$ cat config.mk
export PLATFORM = sky130hd
export DESIGN_NAME = microwave_ctrl
export DESIGN_NICKNAME = d
export VERILOG_FILES = /design/src/rtl/microwave_ctrl_pkg.sv /design/src/rtl/microwave_ctrl_tick_prescaler.sv /design/src/rtl/microwave_ctrl.sv
export SDC_FILE = /design/constraint.sdc
export NUM_CORES = 1
export LEC_CHECK = 0
export CORE_ASPECT_RATIO = 0.9
export CORE_UTILIZATION = 47
export DETAILED_ROUTE_END_ITERATION = 8
export HOLD_SLACK_MARGIN = 0.03
export PLACE_DENSITY = 0.81
export SYNTH_ARGS = -nofsm -noshare
export SYNTH_HDL_FRONTEND = slang
export SYNTH_SLANG_ARGS = --single-unit
export TNS_END_PERCENT = 1
$ cat constraint.sdc
create_clock -name clk -period 1.97 [get_ports clk]
set_input_delay 0.4925 -clock clk [delete_from_list [all_inputs] [get_ports clk]]
set_output_delay 0.4925 -clock clk [all_outputs]
set_load 0.01 [all_outputs]
$ cat src/rtl/microwave_ctrl_pkg.sv
// Shared definitions for the microwave sequencing controller: FSM state
// encodings and the largest accepted BCD keypad digit.
package microwave_ctrl_pkg;

  typedef enum logic [2:0] {
    IDLE  = 3'd0,
    ENTRY = 3'd1,
    COOK  = 3'd2,
    PAUSE = 3'd3,
    DONE  = 3'd4
  } state_t;

  localparam logic [3:0] BCD_MAX = 4'd9;

endpackage

$ cat src/rtl/microwave_ctrl_tick_prescaler.sv
// Free-running divider for the countdown tick: counts 0..TICK_DIV-1 while not
// held and flags the wrap cycle. Reused by the timer bench.
module tick_prescaler #(
  parameter int TICK_DIV = 50
) (
  input  logic clk,
  input  logic clearn,
  input  logic hold,
  input  logic clr,
  output logic wrap
);

  localparam int W = $clog2(TICK_DIV);
  localparam logic [W-1:0] LAST = W'(TICK_DIV - 1);

  logic [W-1:0] cnt;

  always_ff @(posedge clk) begin
    if (!clearn || clr) begin
      cnt <= '0;
    end else if (!hold) begin
      cnt <= (cnt == LAST) ? '0 : cnt + 1'b1;
    end
  end

  assign wrap = !hold && (cnt == LAST);

endmodule

$ cat src/rtl/microwave_ctrl.sv
// Microwave sequencing controller: keypad entry, cook/pause/done FSM and
// countdown tick gating. Define CTRL_BEEP_EN for a fixed-length done pulse.
module microwave_ctrl
  import microwave_ctrl_pkg::*;
#(
  parameter int TICK_DIV    = 50,
  parameter int MAX_DIGITS  = 3,
  parameter int BEEP_CYCLES = 8
) (
  input  logic       clk,
  input  logic       clearn,
  input  logic       key_valid,
  input  logic [3:0] key_digit,
  input  logic       startn,
  input  logic       stopn,
  input  logic       door_closed,
  input  logic       timer_zero,
  output logic [3:0] timer_data,
  output logic       timer_loadn,
  output logic       timer_load,
  output logic       timer_enable,
  output logic       timer_clearn,
  output logic       mag_on,
  output logic       done,
  output logic [2:0] state_o
);

  localparam int CW = $clog2(MAX_DIGITS + 1);

  state_t        state;
  logic [CW-1:0] digit_cnt;
  logic          key_ok;
  logic          tick_hold;
  logic          tick_clr;
  logic          tick_wrap;

`ifdef CTRL_BEEP_EN
  localparam int BW = $clog2(BEEP_CYCLES + 1);
  logic [BW-1:0] beep_cnt;
`else
  // Latching done needs no pulse length; keep a sanity hook on the parameter.
  if (BEEP_CYCLES < 1) begin : g_beep_cycles_invalid
  end
`endif

  // key_valid is a one-cycle strobe with no back-pressure; digits above 9 drop.
  assign key_ok = key_valid && (key_digit <= BCD_MAX);

  // The tick only advances while actively cooking with nothing overriding it.
  assign tick_hold = !((state == COOK) && door_closed && stopn && !timer_zero);
  assign tick_clr  = !((state == COOK) || (state == PAUSE));

  tick_prescaler #(.TICK_DIV(TICK_DIV)) u_prescaler (
    .clk    (clk),
    .clearn (clearn),
    .hold   (tick_hold),
    .clr    (tick_clr),
    .wrap   (tick_wrap)
  );

  assign state_o = state;

  always_ff @(posedge clk) begin
    if (!clearn) begin
      state        <= IDLE;
      digit_cnt    <= '0;
      timer_data   <= '0;
      timer_loadn  <= 1'b0;
      timer_load   <= 1'b0;
      timer_enable <= 1'b0;
      timer_clearn <= 1'b0;
      mag_on       <= 1'b0;
      done         <= 1'b0;
`ifdef CTRL_BEEP_EN
      beep_cnt     <= '0;
`endif
    end else begin
      timer_load   <= 1'b0;
      timer_enable <= tick_wrap;
      timer_clearn <= 1'b1;
`ifdef CTRL_BEEP_EN
      beep_cnt     <= (state == DONE) ? beep_cnt + 1'b1 : '0;
`endif
      case (state)
        IDLE: begin
          timer_loadn <= 1'b0;
          mag_on      <= 1'b0;
          done        <= 1'b0;
          if (key_ok) begin
            state      <= ENTRY;
            timer_data <= key_digit;
            timer_load <= 1'b1;
            digit_cnt  <= CW'(1);
          end
        end
        ENTRY: begin
          if (!stopn) begin
            state        <= IDLE;
            timer_clearn <= 1'b0;
            digit_cnt    <= '0;
          end else if (!startn && door_closed) begin
            state       <= COOK;
            timer_loadn <= 1'b1;
            mag_on      <= 1'b1;
          end else if (key_ok && (digit_cnt < CW'(MAX_DIGITS))) begin
            timer_data <= key_digit;
            timer_load <= 1'b1;
            digit_cnt  <= digit_cnt + 1'b1;
          end
        end
        COOK: begin
          if (timer_zero) begin
            state  <= DONE;
            mag_on <= 1'b0;
            done   <= 1'b1;
          end else if (!stopn || !door_closed) begin
            state  <= PAUSE;
            mag_on <= 1'b0;
          end else begin
            mag_on <= 1'b1;
          end
        end
        PAUSE: begin
          if (!stopn) begin
            state        <= IDLE;
            timer_clearn <= 1'b0;
            timer_loadn  <= 1'b0;
            digit_cnt    <= '0;
          end else if (!startn && door_closed) begin
            state  <= COOK;
            mag_on <= 1'b1;
          end
        end
        DONE: begin
`ifdef CTRL_BEEP_EN
          if (!stopn || !door_closed || (beep_cnt == BW'(BEEP_CYCLES - 1))) begin
`else
          if (!stopn || !door_closed) begin
`endif
            state       <= IDLE;
            done        <= 1'b0;
            timer_loadn <= 1'b0;
            digit_cnt   <= '0;
          end
        end
        default: begin
          state <= IDLE;
        end
      endcase
    end
  end

endmodule

## Word-level counts from Yosys, hierarchy flattened

Cells that the tools add are included.
Widths: inputs -> output; s select.

- Input port bits: 11
- Logic and storage cells: 98
- Output and inout port bits: 13
- Bits in registers: 21

- Magnitude comparators: 2
- Add/sub/neg operators: 2
- Equality and inequality tests: 19
- Reduce and logical (&&, ||, !) cells: 28
- Multiplexer cells: 37

Operators by type and width:

| operator | number |
|---|---|
| $mux 3 | 6 |
| $mux 4 | 4 |
| $ne 2x2->1 const B | 8 |
| $mux 1 | 13 |
| $mux 2 | 6 |
| $pmux 3 s4 | 1 |
| $reduce_and 5->1 | 2 |
| $pmux 2 s4 | 1 |
| $pmux 4 s2 | 1 |
| $logic_and 1x1->1 | 7 |
| $add 6x1->6 const B | 1 |
| $eq 3x2->1 const B | 2 |
| $eq 6x6->1 const B | 1 |
| $logic_not 1->1 | 6 |
| $mux 6 | 1 |
| $ne 3x2->1 const B | 2 |
| $ne 3x3->1 const B | 2 |
| $pmux 1 s3 | 2 |
| $reduce_and 3->1 | 2 |
| $reduce_and 6->1 | 1 |
| $reduce_bool 3->1 | 2 |
| $le 4x4->1 const B | 1 |
| $ne 2x1->1 const B | 2 |
| $pmux 1 s4 | 1 |
| 11 further kinds | 13 |

## Longest topological paths before layout

Gate-level depths: netlist (run 1).

- Word-level depth: 7
- Depth in mapped cells: 5
- Gate-level depth less buffers: 5

## Hierarchy

Synthesis (run 1) repeated with hierarchy kept, for this count alone.

- Cell total of the unflattened synthesis: 119
- Area total of the unflattened synthesis: 1048.5 µm²

By module, submodules not included:

| module | instances | sequential area each (µm²) | area an instance (µm²) | cells an instance |
|---|---|---|---|---|
| microwave_ctrl | 1 | 300.3 | 758.2 | 87 |
| tick_prescaler | 1 | 120.1 | 290.3 | 32 |

## Worst setup path after synthesis (run 1)

OpenSTA, ideal clock, no wires.

- Path kind: input to register
- Start: in timer_zero
- End: reg u_prescaler.cnt[1]
- Arrival time: 1.493 ns
- Required time: 1.844 ns
- Setup time: 0.126 ns
- Stages: 5
- Setup slack: 0.351 ns
- Path through: or4b_4 > nor2_8 > nand3_1 > nand4_1 > a211oi_1

- Cells in the longest elaborated chain, start to end: 2

RTL lines:

| what | RTL line | RTL |
|---|---|---|
| from (decl) | microwave_ctrl.sv:17 | `input logic timer_zero,` |
| $logic_not 1->1 | microwave_ctrl.sv:50 | `assign tick_hold = !((state == COOK) && door_closed && stopn && !timer_zero);` |
| $logic_and 1x1->1 | microwave_ctrl.sv:50 |  |
| to (signal assigned) | microwave_ctrl_tick_prescaler.sv:22 | `cnt <= (cnt == LAST) ? '0 : cnt + 1'b1;` |
| to (decl) | microwave_ctrl_tick_prescaler.sv:16 | `logic [W-1:0] cnt;` |

No other way between the ends.
A chain may end at the register's enable or synchronous reset.

## Worst setup path in the final report (run 1)

- Start: reg state[1] (netlist: state_o[1])
- End: out state_o[1]

RTL lines:

| what | RTL line | RTL |
|---|---|---|
| from (decl) | microwave_ctrl.sv:30 | `state_t state;` |
| from (signal assigned) | microwave_ctrl.sv:65 | `state <= IDLE;` |
| from (signal assigned) | microwave_ctrl.sv:90 | `state <= ENTRY;` |
| from (signal assigned) | microwave_ctrl.sv:98 | `state <= IDLE;` |
| to (decl) | microwave_ctrl.sv:25 | `output logic [2:0] state_o` |

No word-level cell between the ends.

==> impl_summary.log, run 1 <==
INFO  metric required_time_worst_endpoint = 1.48 ns
INFO  metric htreeDepth = 1
INFO  metric crit_slowest_cell = sky130_fd_sc_hd__clkdlybuf4s50_1
INFO  metric dr_total_vias = 1,004
INFO  metric first_global_vias = 913
INFO  metric cts_tree = yes
INFO  metric globalRouteTotalUtil = 0.2334
INFO  metric drt-pass1-iter-count = 4
INFO  metric ioPinCount = 24
INFO  metric rows = 15
INFO  metric syn_nets = 131
INFO  metric synthCells = 117
INFO  metric part_of_the_total_power_dissipated_in_the_clock_network = 0.256
INFO  metric wire_per_inst = 13.30 µm
INFO  metric totalNegativeSetupSlack = 0 ns
INFO  metric total_leakage_power = between 0.5 and 0.6 nW
INFO  metric syn_avg_cell_area = 8.502 µm²
INFO  metric maxCapViolations = 0
INFO  metric final_max_slew_viol_count = 0
INFO  metric cts_buffer_depth = 2
INFO  metric clock.fmax = 535.0 MHz
INFO  metric period_needed = 1.869 ns
INFO  metric peakVddDrop = 0.4730 mV
INFO  metric critical_path.top_delay_family = buffers and inverters
INFO  metric cp-start-kind = flop
INFO  metric path_cells = clkdlybuf4s50_1
INFO  metric finalWorstSetupSlack = 0.1007 ns
INFO  metric criticalPathCategory = flop to output port
INFO  metric grt_antenna_before_repair = 0
INFO  metric seq_power_share = 0.583
INFO  metric y_dimension_of_the_die = 45.65 µm
INFO  metric grt_first_pass_wirelength = 3.974 mm
INFO  metric pwr-share-comb = 0.161
INFO  metric cts_num_sinks = 21
INFO  metric cp.buffers_inverters = 1
INFO  metric post_route_cells_drive_above_1_share = 0.1484
INFO  metric postRouteAntennaNets = 0
INFO  metric drt_drc_violations_left = 0
INFO  metric arrival = approximately 1.4 ns
INFO  metric dr.first_iter.drc_count = 38
INFO  metric starting_density = 0.5096
INFO  metric hold_class = flop to flop
INFO  metric cts_hold_buffers = 0
INFO  metric power.density_cell_area = around 550 nW/µm²
INFO  metric final.setup_skew = 0.006122 ns
INFO  metric min_period_over_period = 0.9489
INFO  metric p_int = between 0.0005 and 0.0006 W
INFO  metric routed_wirelength = 2.394 mm
INFO  metric place_ws = -0.1799 ns
INFO  metric report.power.total = 0.0007627 W
INFO  metric design.core.area = roughly 2000 µm²
INFO  metric grt_start_max_net_pins = 13
INFO  metric synth_top_area_share = 0.4226
INFO  metric fillCellCount = about 170
INFO  metric hpwlAfterDp = 1.901 mm
INFO  metric cts-buffers-inserted = 3
INFO  metric clk_pin_slew = 0.11 ns
INFO  metric place_congestion = 0.9392
INFO  metric die_extent_in_x = about 50 µm
INFO  metric clk_latency = 0.30 ns
INFO  metric maxSlewHeadroom = 0.7179
INFO  metric numPortBuffers = 23
INFO  metric postSynthRegisterBits = 21
INFO  metric routed_via_density = roughly 5.6
INFO  metric ys.warnings.count = 0
INFO  metric rsz_0062_raised_after_global_routing = false
INFO  metric ctsRootBufferMaster = sky130_fd_sc_hd__clkbuf_4
INFO  metric fin_nets = between 150 and 200
INFO  metric area_added_between_synthesis_and_finish = 38.87%
INFO  metric n_antenna_cell = 0
INFO  metric synth_area_leaders = sky130_fd_sc_hd__dfxtp_1, sky130_fd_sc_hd__o21ai_0, sky130_fd_sc_hd__nand2_1
INFO  metric worst_slew_pin_slew = 0.4187 ns
INFO  metric hold_violations = 0
INFO  metric cpPeakStageDelay = 0.59 ns
INFO  metric result_of_the_run = complete, no violations
INFO  metric die_area = approximately 2300 µm²
INFO  metric grt.overflow.total = 0
INFO  metric setup.worst_path.end_class = output port
INFO  metric worst-path-max-fanout = 9
INFO  metric synthDominantAreaCellType = sky130_fd_sc_hd__dfxtp_1
INFO  metric p_sw_frac = 0.2363
INFO  metric netlist_area_before_placement = 994.7 µm²
INFO  metric seq_area_frac_synth = 0.4226
INFO  metric setup-violations-final = 0
INFO  metric p_sw = 0.0001802 W
INFO  metric yosys.cell_types.count = 33
[cell families after synthesis]
| logic type | share of synthesized area |
|---|---|
| AND/OR/NAND/NOR | 0.2767 |
| AO/OA/AOI/OAI | 0.1749 |
| flip-flops | 0.4226 |
| buffers and inverters | 0.03395 |
| XOR/XNOR | 0.04402 |
| adder cells (fa/ha/maj) | 0.03774 |
| multiplexers | 0.01006 |
[sequential cells by signal (all words and copies together), names as in the netlist]
| name | count |
|---|---|
| done | 1 |
| u_prescaler.cnt | 6 |
| timer_loadn | 1 |
| timer_data | 4 |
| timer_enable | 1 |
| state_o | 3 |
| mag_on | 1 |
| timer_load | 1 |
| digit_cnt | 2 |
| timer_clearn | 1 |
[cells in the mapped netlist, drive strengths merged]
library cell / count
nor2b: 1
a211oi: 1
and3: 2
nor4: 2
or4b: 1
nor2: 12
dfxtp: 21
nand3: 8
o22ai: 1
o311ai: 1
o21ai: 13
o221a: 1
a41o: 1
inv: 4
xor2: 4
o31ai: 1
a31oi: 1
a21oi: 7
ha: 3
xnor2: 1
nand2b: 1
nor3: 5
clkinv: 1
clkbuf: 4
nor4b: 1
nand2: 11
mux2i: 1
nand3b: 1
nand4: 4
o31a: 1
o211ai: 1
[cells in the final DEF (no fill, tap or decap)]
master and instances:
sky130_fd_sc_hd__clkinv_1 1, sky130_fd_sc_hd__and3_1 2, sky130_fd_sc_hd__o221a_2 1, sky130_fd_sc_hd__nand3b_1 1
sky130_fd_sc_hd__a21oi_1 7, sky130_fd_sc_hd__dfxtp_1 20, sky130_fd_sc_hd__xnor2_1 1, sky130_fd_sc_hd__nand2_1 11
sky130_fd_sc_hd__nor4_1 1, sky130_fd_sc_hd__ha_1 3, sky130_fd_sc_hd__o311ai_0 1, sky130_fd_sc_hd__or4b_4 1
sky130_fd_sc_hd__xor2_1 4, sky130_fd_sc_hd__o211ai_1 1, sky130_fd_sc_hd__a211oi_1 1, sky130_fd_sc_hd__o31a_1 1
sky130_fd_sc_hd__mux2i_1 1, sky130_fd_sc_hd__nand2b_1 1, sky130_fd_sc_hd__nor2b_1 1, sky130_fd_sc_hd__nor2_1 11
sky130_fd_sc_hd__nor2_8 1, sky130_fd_sc_hd__o31ai_1 1, sky130_fd_sc_hd__nor4_4 1, sky130_fd_sc_hd__dfxtp_2 1
sky130_fd_sc_hd__clkdlybuf4s50_1 23, sky130_fd_sc_hd__clkbuf_4 3, sky130_fd_sc_hd__inv_1 4, sky130_fd_sc_hd__o21ai_0 13
sky130_fd_sc_hd__nor3_1 5, sky130_fd_sc_hd__nor4b_1 1, sky130_fd_sc_hd__a31oi_1 1, sky130_fd_sc_hd__a41o_1 1
sky130_fd_sc_hd__nand4_1 4, sky130_fd_sc_hd__o22ai_1 1, sky130_fd_sc_hd__clkbuf_1 1, sky130_fd_sc_hd__nand3_1 8
sky130_fd_sc_hd__buf_4 15
[cell type report]
cell class / count / area, µm² / share of cell area
inverter: 5 / 18.77 / 0.01359
clock buffer: 4 / 26.28 / 0.01902
tap: 25 / 31.28 / 0.02265
timing repair buffer: 38 / 342.8 / 0.2482
sequential: 21 / 421.7 / 0.3053
multi-input combinational: 87 / 540.5 / 0.3913
[per-layer routing]
metal,vias to the layer above,share of wire,GRT usage
met5,-,0,0
met4,0,0.0058,0.05000
met3,2,0.051,0.06667
met2,30,0.48,0.4107
met1,475,0.46,0.2872
li1,497,-,-
[final timing paths]
| kind | slack, ns | endpoint | startpoint | depth (start not counted) |
|---|---|---|---|---|
| worst max-delay path | 0.10 | state_o[1] | state_o[1]$_SDFFE_PN0P_ | 1 |
| worst min-delay path | 0.47 | timer_data[2]$_SDFFE_PN0P_ | timer_data[2]$_SDFFE_PN0P_ | 2 |
| worst max register to register | 0.23 | u_prescaler.cnt[1]$_SDFFE_PP0P_ | state_o[1]$_SDFFE_PN0P_ | 5 |
| worst min register to register | 0.47 | timer_data[2]$_SDFFE_PN0P_ | timer_data[2]$_SDFFE_PN0P_ | 2 |
[power by group through the flow]
stage | sequential [W] | clock, W | combinational, W
after floorplan | 0.000458 | 0 | 0.0000465
after global placement | 0.000454 | 0 | 0.000120
after detailed placement | 0.000454 | 0 | 0.000122
after CTS | 0.000445 | 0.000206 | 0.000123
after global routing | 0.000446 | 0.000218 | 0.000133
final | 0.000445 | 0.000195 | 0.000123
[repair_timing]
action,in CTS,in global routing
gates resized for setup,0,1
endpoints found under the setup margin,0,1
buffers inserted,0,0
[stage by stage]
step / area, µm² / instances / util / hold slack, ns
global route: 1381 / 180 / 0.7077 / 0.5077
detailed placement: 1354 / 176 / 0.6936 / 0.4582
global placement: 1354 / 176 / 0.6936 / 0.4455
finish: 1381 / 180 / 0.7077 / 0.4656
floorplan: 994.7 / 117 / - / 0.4489
CTS: 1380 / 180 / 0.7071 / 0.4732
No activity file was read; power rests on OpenSTA's default activity.
==> inputs of run 2 (changes only) <==
--- a/config.mk
+++ b/config.mk
@@ -8,6 +8,7 @@
 export CORE_ASPECT_RATIO = 0.9
 export CORE_UTILIZATION = 47
 export DETAILED_ROUTE_END_ITERATION = 8
+export GPL_ROUTABILITY_DRIVEN = 0
 export HOLD_SLACK_MARGIN = 0.03
 export PLACE_DENSITY = 0.81
 export SYNTH_ARGS = -nofsm -noshare
==> run 2 against run 1 <==
  * Hold slack improved by 0.00068 ns
  * Maximum frequency fell by 0.53%
  * Sequential share of layout area rose by 0.40 points
  * Sequential power barely moved
  * Critical endpoint is now u_prescaler.cnt[4]$_SDFFE_PP0P_
  * Clock skew rose by 0.0072 ns
  * Critical path depth rose by 5
  * Global-route usage fell by 1.3 points
  * Via count fell by 2.2%
  * Clock-buffer cell count did not move
==> impl_summary.log, run 2 (synthesis results as in run 1) <==
INFO  metric result_of_the_run = complete, no violations
INFO  metric cts_tree = yes
INFO  metric setup-violations-final = 0
INFO  metric first_global_vias = 841
INFO  metric final.setup_skew = 0.01330 ns
INFO  metric ioPinCount = 24
INFO  metric hold_violations = 0
INFO  metric r2r_cells = 5
INFO  metric clk_latency = 0.31 ns
INFO  metric hold-path-endpoint = timer_data[3]$_SDFFE_PN0P_
INFO  metric die_area = roughly 2300 µm²
INFO  metric reg2reg_setup_slack = 0.24 ns
INFO  metric totalNegativeSetupSlack = 0 ns
INFO  metric hold-worst-slack = 0.4663 ns
INFO  metric starting_density = 0.5096
INFO  metric worst_slew_pin_slew = ~0.35 ns
INFO  metric n_antenna_cell = 0
INFO  metric setup.worst_path.end_class = flop
INFO  metric rows = 15
INFO  metric design.core.area = 1952 µm²
INFO  metric peakVddDrop = 0.4600 mV
INFO  metric drt-pass1-iter-count = 4
INFO  metric clock.fmax = 532.1 MHz
INFO  metric numPortBuffers = 23
INFO  metric final_common_cell = sky130_fd_sc_hd__clkdlybuf4s50_1
INFO  metric final_max_slew_viol_count = 0
INFO  metric detailed_place.area = about 1300 µm²
INFO  metric r2r_end = u_prescaler.cnt[4]$_SDFFE_PP0P_
INFO  metric grt_start_max_net_pins = 15
INFO  metric arrival = a little over 2 ns
INFO  metric final_cell_area = 1368 µm²
INFO  metric crit-reg2reg-launch = state_o[0]$_SDFFE_PN0P_
INFO  metric cts-buffers-inserted = 3
INFO  metric finalWorstSetupSlack = approximately 0.091 ns
INFO  metric fin_nets = 168
INFO  metric post-cts-setup-buffers = 0
INFO  metric worst-path-max-fanout = 6
INFO  metric post_route_cells_drive_above_1_share = 0.1438
INFO  metric grt_antenna_before_repair = 0
INFO  metric period_needed = 1.879 ns
INFO  metric worst_hold_path.num_cells = 2
INFO  metric y_dimension_of_the_die = 45.65 µm
INFO  metric postRouteAntennaNets = 0
INFO  metric htreeDepth = 1
INFO  metric wire_per_inst = ~13 µm
INFO  metric criticalPathCategory = input pin to flop
INFO  metric globalRouteTotalUtil = 0.2202
INFO  metric place_ws = -0.2305 ns
INFO  metric total_leakage_power = 0.5333 nW
INFO  metric fillCellCount = approximately 150
INFO  metric routed_via_density = 5.517
INFO  metric dr.first_iter.drc_count = 25
INFO  metric maxSlewHeadroom = 0.7675
INFO  metric startpoint = timer_zero
INFO  metric origin_of_the_worst_min_delay_path = timer_data[3]$_SDFFE_PN0P_
INFO  metric hpwlAfterDp = about 1.7 mm
INFO  metric die_extent_in_x = 50.49 µm
INFO  metric cts_num_sinks = 21
INFO  metric largest_register = u_prescaler.cnt
INFO  metric hold_class = flop to flop
INFO  metric grt_first_pass_wirelength = 3.753 mm
INFO  metric maxCapViolations = 0
INFO  metric flip_flop_count_of_the_largest_register_all_copies_and_words_added = 6
INFO  metric clk_pin_slew = 0.10 ns
INFO  metric cp-start-kind = input pin
INFO  metric report.power.total = 0.0007704 W
INFO  metric ctsRootBufferMaster = sky130_fd_sc_hd__clkbuf_4
INFO  metric drt_drc_violations_left = 0
INFO  metric min_period_over_period = 0.9539
INFO  metric routed_wirelength = 2.320 mm
INFO  metric power.density_cell_area = 563.4 nW/µm²
INFO  metric rsz_0062_raised_after_global_routing = false
INFO  metric dr_total_vias = 982
INFO  metric layout_common_cells = sky130_fd_sc_hd__clkdlybuf4s50_1, sky130_fd_sc_hd__dfxtp_1, sky130_fd_sc_hd__o21ai_0, sky130_fd_sc_hd__buf_4
INFO  metric grt.overflow.total = 0
INFO  metric area_added_between_synthesis_and_finish = 37.48%
INFO  metric cts_buffer_depth = 2
INFO  metric required_time_worst_endpoint = about 2.2 ns
[run 2: cell count changes in the layout (fill, tap and decap cells not counted), sizes merged]
cell	before	now
buf	15	13
[run 2: layer usage]
layer	wire length (µm)	share of wire	GRT usage
met1	1082	0.47	0.2777
met2	1060	0.46	0.3600
met3	128	0.055	0.07000
met4	49	0.021	0.07222
met5	0	0	0
[run 2: worst max-delay path by stage]
stage | cells after the start | endpoint | slack (ns)
2_1_floorplan | 5 | u_prescaler.cnt[1]$_SDFFE_PP0P_ | 0.35
3_3_place_gp | 6 | u_prescaler.cnt[1]$_SDFFE_PP0P_ | -0.11
3_5_place_dp | 6 | u_prescaler.cnt[4]$_SDFFE_PP0P_ | -0.23
4_1_cts | 6 | u_prescaler.cnt[4]$_SDFFE_PP0P_ | 0.09
5_1_grt | 1 | state_o[0] | 0.02
6_report | 6 | u_prescaler.cnt[4]$_SDFFE_PP0P_ | 0.09
[run 2: through the flow]
step | std cells | utilization
3_5_place_dp | 174 | 0.6859
2_1_floorplan | 117 | -
6_report | 178 | 0.7006
5_1_grt | 178 | 0.7006
3_3_place_gp | 174 | 0.6859
4_1_cts | 178 | 0.7006
[run 2: repair_timing]
item                       in CTS  in global routing
resized for setup               2                  0
setup endpoints to repair       2                  0
hold buffers                    0                  0
[run 2: critical path, cell delays in order]
cell and delay (ns):
sky130_fd_sc_hd__clkdlybuf4s50_1 0.44, sky130_fd_sc_hd__or4b_4 0.55, sky130_fd_sc_hd__nor2_8 0.13, sky130_fd_sc_hd__nand3_1 0.12
sky130_fd_sc_hd__nand4_1 0.24, sky130_fd_sc_hd__nor2_1 0.09
[run 2: area by class of cell]
class,instances,area (µm²),share of cell area
tap,25,31.28,0.02287
sequential,21,422.9,0.3092
multi-input combinational,87,540.5,0.3952
clock buffer,4,26.28,0.01921
inverter,5,18.77,0.01372
timing repair buffer,36,327.8,0.2397
[run 2: power by group]
part	total [W]	switching, W	leakage [nW]	internal [W]
sequential	0.000447	0.0000100	0.172	0.000437
clock	0.000205	0.000126	0.0150	0.0000790
combinational	0.000118	0.0000535	0.347	0.0000644
total	0.000770	0.000190	0.533	0.000580
